[config.mk]
export PLATFORM = sky130hd
export DESIGN_NAME = z80_bus_arbiter
export DESIGN_NICKNAME = d
export VERILOG_FILES = /design/src/rtl/z80_bus_arbiter.sv
export SDC_FILE = /design/constraint.sdc
export NUM_CORES = 1
export LEC_CHECK = 0
export CAP_MARGIN = 20
export CORE_MARGIN = 3
export CORE_UTILIZATION = 63
export DETAILED_ROUTE_END_ITERATION = 8
export DONT_BUFFER_PORTS = 1
export GPL_TIMING_DRIVEN = 0
export PLACE_DENSITY = 0.86
export SLEW_MARGIN = 5
export SYNTH_ARGS = -nofsm -noshare
export SYNTH_HDL_FRONTEND = slang
export SYNTH_SLANG_ARGS = --single-unit
[constraint.sdc]
create_clock -name clk -period 2.6 [get_ports clk]
set_input_delay 0.52 -clock clk [delete_from_list [all_inputs] [get_ports clk]]
set_output_delay 0.52 -clock clk [all_outputs]
set_load 0.02 [all_outputs]
[src/rtl/z80_bus_arbiter.sv]
// Shares one memory port between the tv80s CPU and a DMA burst engine via BUSRQ/BUSAK.
// Define Z80ARB_TIMEOUT_EN to add a REQ-state watchdog that aborts with a dma_err pulse.
module z80_bus_arbiter #(
   parameter int MAX_BURST      = 16,
   parameter int CPU_SLOT       = 4,
   parameter int TIMEOUT_CYCLES = 64,
   parameter int LW             = $clog2(MAX_BURST) + 1
) (
   input  logic          clk,
   input  logic          reset,
   output logic          cpu_busrq_n,
   input  logic          cpu_busak_n,
   input  logic [15:0]   cpu_a,
   input  logic [7:0]    cpu_do,
   input  logic          cpu_mreq_n,
   input  logic          cpu_wr_n,
   input  logic          dma_req,
   input  logic          dma_we,
   input  logic [15:0]   dma_addr,
   input  logic [LW-1:0] dma_len,
   input  logic [7:0]    dma_wdata,
   output logic          dma_beat,
   output logic [7:0]    dma_rdata,
   output logic          dma_rvalid,
   output logic          dma_done,
   output logic          dma_err,
   output logic [15:0]   mem_a,
   output logic [7:0]    mem_wdata,
   output logic          mem_we,
   input  logic [7:0]    mem_rdata
);

   localparam int            SW        = (CPU_SLOT < 1) ? 1 : $clog2(CPU_SLOT + 1);
   localparam logic [SW-1:0] SLOT_LOAD = SW'(CPU_SLOT);

   typedef enum logic [1:0] {
      ST_CPU,
      ST_REQ,
      ST_OWN,
      ST_REL
   } state_t;

   state_t        state_q, state_d;
   logic [15:0]   addr_q, addr_d;
   logic [LW-1:0] len_q, len_d;
   logic [LW-1:0] cnt_q, cnt_d;
   logic          we_q, we_d;
   logic [SW-1:0] slot_q, slot_d;
   logic          done_q, done_d;
   logic          rvalid_q, rvalid_d;
   logic [LW-1:0] len_clamped;

`ifdef Z80ARB_TIMEOUT_EN
   localparam int TW = $clog2(TIMEOUT_CYCLES + 1);
   logic [TW-1:0] to_q, to_d;
   logic          err_q, err_d;
`endif

   // Zero-length requests still move one byte; oversize requests are cut to one grant.
   always_comb begin
      len_clamped = dma_len;
      if (dma_len == '0) begin
         len_clamped = LW'(1);
      end else if (dma_len > LW'(MAX_BURST)) begin
         len_clamped = LW'(MAX_BURST);
      end
   end

   // NOTE: every output of this block gets a default before the case, so no path can infer a latch.
   always_comb begin
      state_d     = state_q;
      addr_d      = addr_q;
      len_d       = len_q;
      we_d        = we_q;
      cnt_d       = cnt_q;
      slot_d      = slot_q;
      done_d      = 1'b0;
      rvalid_d    = 1'b0;
      cpu_busrq_n = 1'b1;
      dma_beat    = 1'b0;
      mem_a       = cpu_a;
      mem_wdata   = cpu_do;
      mem_we      = ~cpu_mreq_n & ~cpu_wr_n;
`ifdef Z80ARB_TIMEOUT_EN
      to_d        = '0;
      err_d       = 1'b0;
`endif

      unique case (state_q)
         ST_CPU: begin
            if (slot_q != '0) begin
               slot_d = slot_q - SW'(1);
            end else if (dma_req) begin
               addr_d  = dma_addr;
               len_d   = len_clamped;
               we_d    = dma_we;
               state_d = ST_REQ;
            end
         end

         // The CPU finishes its current M-cycle before acknowledging, so its strobes still pass.
         ST_REQ: begin
            cpu_busrq_n = 1'b0;
`ifdef Z80ARB_TIMEOUT_EN
            to_d = to_q + TW'(1);
`endif
            if (!cpu_busak_n) begin
               state_d = ST_OWN;
               cnt_d   = '0;
            end
`ifdef Z80ARB_TIMEOUT_EN
            else if (to_q == TW'(TIMEOUT_CYCLES - 1)) begin
               state_d = ST_CPU;
               slot_d  = SLOT_LOAD;
               err_d   = 1'b1;
            end
`endif
         end

         ST_OWN: begin
            cpu_busrq_n = 1'b0;
            dma_beat    = 1'b1;
            mem_a       = addr_q;
            mem_wdata   = dma_wdata;
            mem_we      = we_q;
            addr_d      = addr_q + 16'd1;
            cnt_d       = cnt_q + LW'(1);
            rvalid_d    = ~we_q;
            if (cnt_q == len_q - LW'(1)) begin
               state_d = ST_REL;
               done_d  = 1'b1;
            end
         end

         // Park on the DMA address until the CPU drops BUSAK, so no stray CPU cycle slips in early.
         ST_REL: begin
            mem_a     = addr_q;
            mem_wdata = dma_wdata;
            mem_we    = 1'b0;
            if (cpu_busak_n) begin
               state_d = ST_CPU;
               slot_d  = SLOT_LOAD;
            end
         end

         default: state_d = ST_CPU;
      endcase
   end

   // NOTE: state registers use non-blocking assignments so every flop samples pre-edge values.
   always_ff @(posedge clk) begin
      if (reset) begin
         state_q  <= ST_CPU;
         slot_q   <= '0;
         done_q   <= 1'b0;
         rvalid_q <= 1'b0;
      end else begin
         state_q  <= state_d;
         slot_q   <= slot_d;
         done_q   <= done_d;
         rvalid_q <= rvalid_d;
      end
   end

   // NOTE: the burst datapath is left unreset; it is always loaded before any state reads it.
   always_ff @(posedge clk) begin
      addr_q <= addr_d;
      len_q  <= len_d;
      we_q   <= we_d;
      cnt_q  <= cnt_d;
   end

`ifdef Z80ARB_TIMEOUT_EN
   always_ff @(posedge clk) begin
      if (reset) begin
         to_q  <= '0;
         err_q <= 1'b0;
      end else begin
         to_q  <= to_d;
         err_q <= err_d;
      end
   end

   assign dma_err = err_q;
`else
   assign dma_err = 1'b0;
`endif

   // The memory delivers read data one cycle after the beat; present it while rvalid is high.
   assign dma_rvalid = rvalid_q;
   assign dma_rdata  = rvalid_q ? mem_rdata : 8'h00;
   assign dma_done   = done_q;

endmodule

==> flow_summary.ini <==
[synthesis]
ys_types = 49
synthMuxAreaShare = 0.124
yosys_warnings = 0
synthesis.nets = 310
synthXorXnorAreaFrac = 0.0821
synth-compound-area-share = 0.0938
syn_inst = 231
synth_top_family_by_area = simple AND/OR/NAND/NOR gates
yosys.area_share.simple = 0.203
synthArstFlopShare = 0
ys.flop_type = edfxtp_1
synth_seq_area_share = 0.405
synth-edff-count = 27
syn-cell-area_um2 = 2350
avgSynthCellArea_um2 = 10.2
synth_fa_ha_area_frac = 0.0586
ys_ff_latch = 34

[detailed_routing]
dr_wl_met2_mm = 2.65
vias_per_cell = 6.04
wl_met1_mm = 1.75
wl_per_cell_um = 17.5
vias = 1733
drt-total-wl_mm = 5.03
detailedRoute.firstIterationViolations = 97
drc = 0
top_layer = met4
drt_first_pass_iters = 4
drtAntennaViolNets = 0
met3_length_um = 562

[global_route]
antenna_found_initial = 0
grt_pass1_wl_mm = 7.51
grt_pass1_vias = 1657
grt_max_degree = 17
overflow = 0
grt_usage = 0.230

[clock_tree]
clock-root-buffer = clkbuf_8
htree_levels = 2
cts_tree = yes
clk_pin_slew_ns = 0.07
clk_latency_ns = 0.28
cts_buffers = 5
clock-sinks = 34
cts_buffer_depth = 2

[critical_path]
arrival_ns = 1.92
cpPeakStageDelay_ns = 0.41
cp.required_ns = 2.08
critPathTopFamily = buffers and inverters
reg2reg_depth = 6
crit_chain = inv_1 -> ha_2 -> buf_2 -> nor2_4 -> buf_6 -> mux2_2
cp.buffers_inverters = 3
worstSetupPathType = flip-flop to output pin
critPathLaunchType = flip-flop
worst-path-stages = 6
crit_slowest_cell = mux2_2
cp_max_fo = 10
worstSetupEndpointType = output pin

[place]
gp_congestion = 0.809
dpl_cell_area_um2 = 2410
hpwl_mm = 3.93
io_buffers = 0

[floorplanning]
die_x_um = 67.0
die_area_um2 = 4490
core_um2 = 3470
start_util = 0.677
core.rowCount = 21
ios = 106
die_h_um = 67.0

[flow_run]
maxCapViolCount = 0

[sta]
hold_viol = 0
post-route-period-util = 0.940
max-slew-margin-rel = 0.419
fmax_ghz = 0.409
finalSetupViolCount = 0
worst_pin_slew_ns = 0.871
rsz0062_at_grt = false
finalClockSkew_ns = 0.00378
fin_crit_ns = 2.44
slew_violations = 0

[power]
power_density_nw_per_um2 = 1200
leakagePower_nw = 0.959
total_power_w = 0.00303
peakVddDrop_uv = 733

[cells_and_area]
area_growth_pct = 7.62
antenna_cells = 0
stdcell_area_um2 = 2530
fin_nets = 319
fin_util = 0.728
drive_gt1_frac = 0.216

[min_path]
hold_class = input port to flip-flop
holdPathStages = 1

[status]
outcome = finished clean
power breakdown:
group          switching (W)  internal (W)
Sequential          0.000213      0.000891
Clock               0.000184      0.000184
Combinational       0.000945      0.000615
placed cells by master (no fill, tap or decap), drive strengths merged, types with 3 or more instances in the layout:
cell type | netlist | routed
o21ai | 4 | 4
nand2 | 11 | 11
mux2 | 25 | 25
nor3 | 5 | 5
inv | 10 | 10
a21oi | 16 | 16
nor2 | 32 | 32
dfxtp | 7 | 7
clkbuf | 3 | 9
and2 | 12 | 12
nand3 | 7 | 7
ha | 11 | 11
xor2 | 15 | 15
edfxtp | 27 | 27
nor2b | 3 | 3
nand2b | 3 | 3
buf | 5 | 7
xnor2 | 7 | 7
through the flow:
stage / instances / worst slack, ns / hold WS (ns) / TNS (ns)
finish: 287 / 0.156 / 0.300 / 0
detailed placement: 277 / 0.0177 / 0.442 / 0
CTS: 287 / 0.00395 / 0.293 / 0
global placement: 277 / -0.116 / 0.444 / -1.85
global route: 287 / 0.0564 / 0.289 / 0
floorplan: 231 / 0.291 / 0.411 / 0
timing repair:
action                                  CTS  global route
endpoints found under the setup margin   20            23
setup buffers                             2             0
resized for setup                         4             3
hold buffers                              0             0
pin swaps                                 1             0
worst reg2reg max path: cells and delay by family (launching register included):
| kind | cells | cell delay (ns) |
|---|---|---|
| compound gates | 1 | 0.44 |
| fa+ha+maj | 1 | 0.25 |
| buf+inv | 3 | 0.75 |
| flops | 1 | 0.34 |
| simple gates | 1 | 0.10 |
layer usage:
metal  vias up  global-route usage
met3         6              0.0742
met2       116               0.409
met4         0              0.0785
li1        831                   -
met5         -                   0
met1       780               0.253
path summary, 6_finish.rpt:
path / startpoint / end / slack, ns
setup / recovery: state_q[0] / mem_a[6] / 0.16
hold / removal: reset / slot_q[1] / 0.30
setup reg to reg: state_q[0] / cnt_q[4] / 0.35
hold reg to reg: we_q / dma_rvalid / 0.46
cell type report:
class	instances	area, µm²
clock inverters	2	8.76
multi-input cells	179	1330
fillers	254	942
inverters	10	37.5
flip-flops and latches	34	952
repair buffers	2	15.0
plain buffers	8	50.0
well taps	46	57.6
clock buffers	6	72.6
sequential cells by signal (all words and copies together) (netlist names):
register,cells
addr_q,16
cnt_q,5
dma_done,1
dma_rvalid,1
len_q,5
slot_q,3
state_q,2
we_q,1
synth_stat cells, types with 2 or more instances:
cell type	count	share of area
nor2_1	31	0.050
edfxtp_1	27	0.35
mux2_2	25	0.12
a21oi_1	16	0.034
xor2_1	15	0.056
and2_1	12	0.032
ha_1	11	0.059
inv_1	10	0.016
nand2_1	9	0.014
dfxtp_1	7	0.060
xnor2_1	7	0.026
nand3_1	6	0.013
nor3_1	4	0.0085
buf_2	3	0.0064
clkbuf_1	3	0.0048
nand2b_1	3	0.0080
o21ai_0	3	0.0064
a21o_1	2	0.0064
a22oi_1	2	0.0064
and3_1	2	0.0053
and3b_1	2	0.0075
nand2_2	2	0.0053
nor2b_1	2	0.0053
o21bai_1	2	0.0064
logic make-up (layout without fill, tap and decap cells):
family | Yosys count | after routing
fa+ha+maj | 11 | 11
other cells | 1 | 1
buf+inv | 18 | 28
mux | 26 | 26
compound gates | 34 | 34
flops | 34 | 34
xor+xnor | 22 | 22
simple gates | 85 | 85
Power figures use the tool's default switching activity.
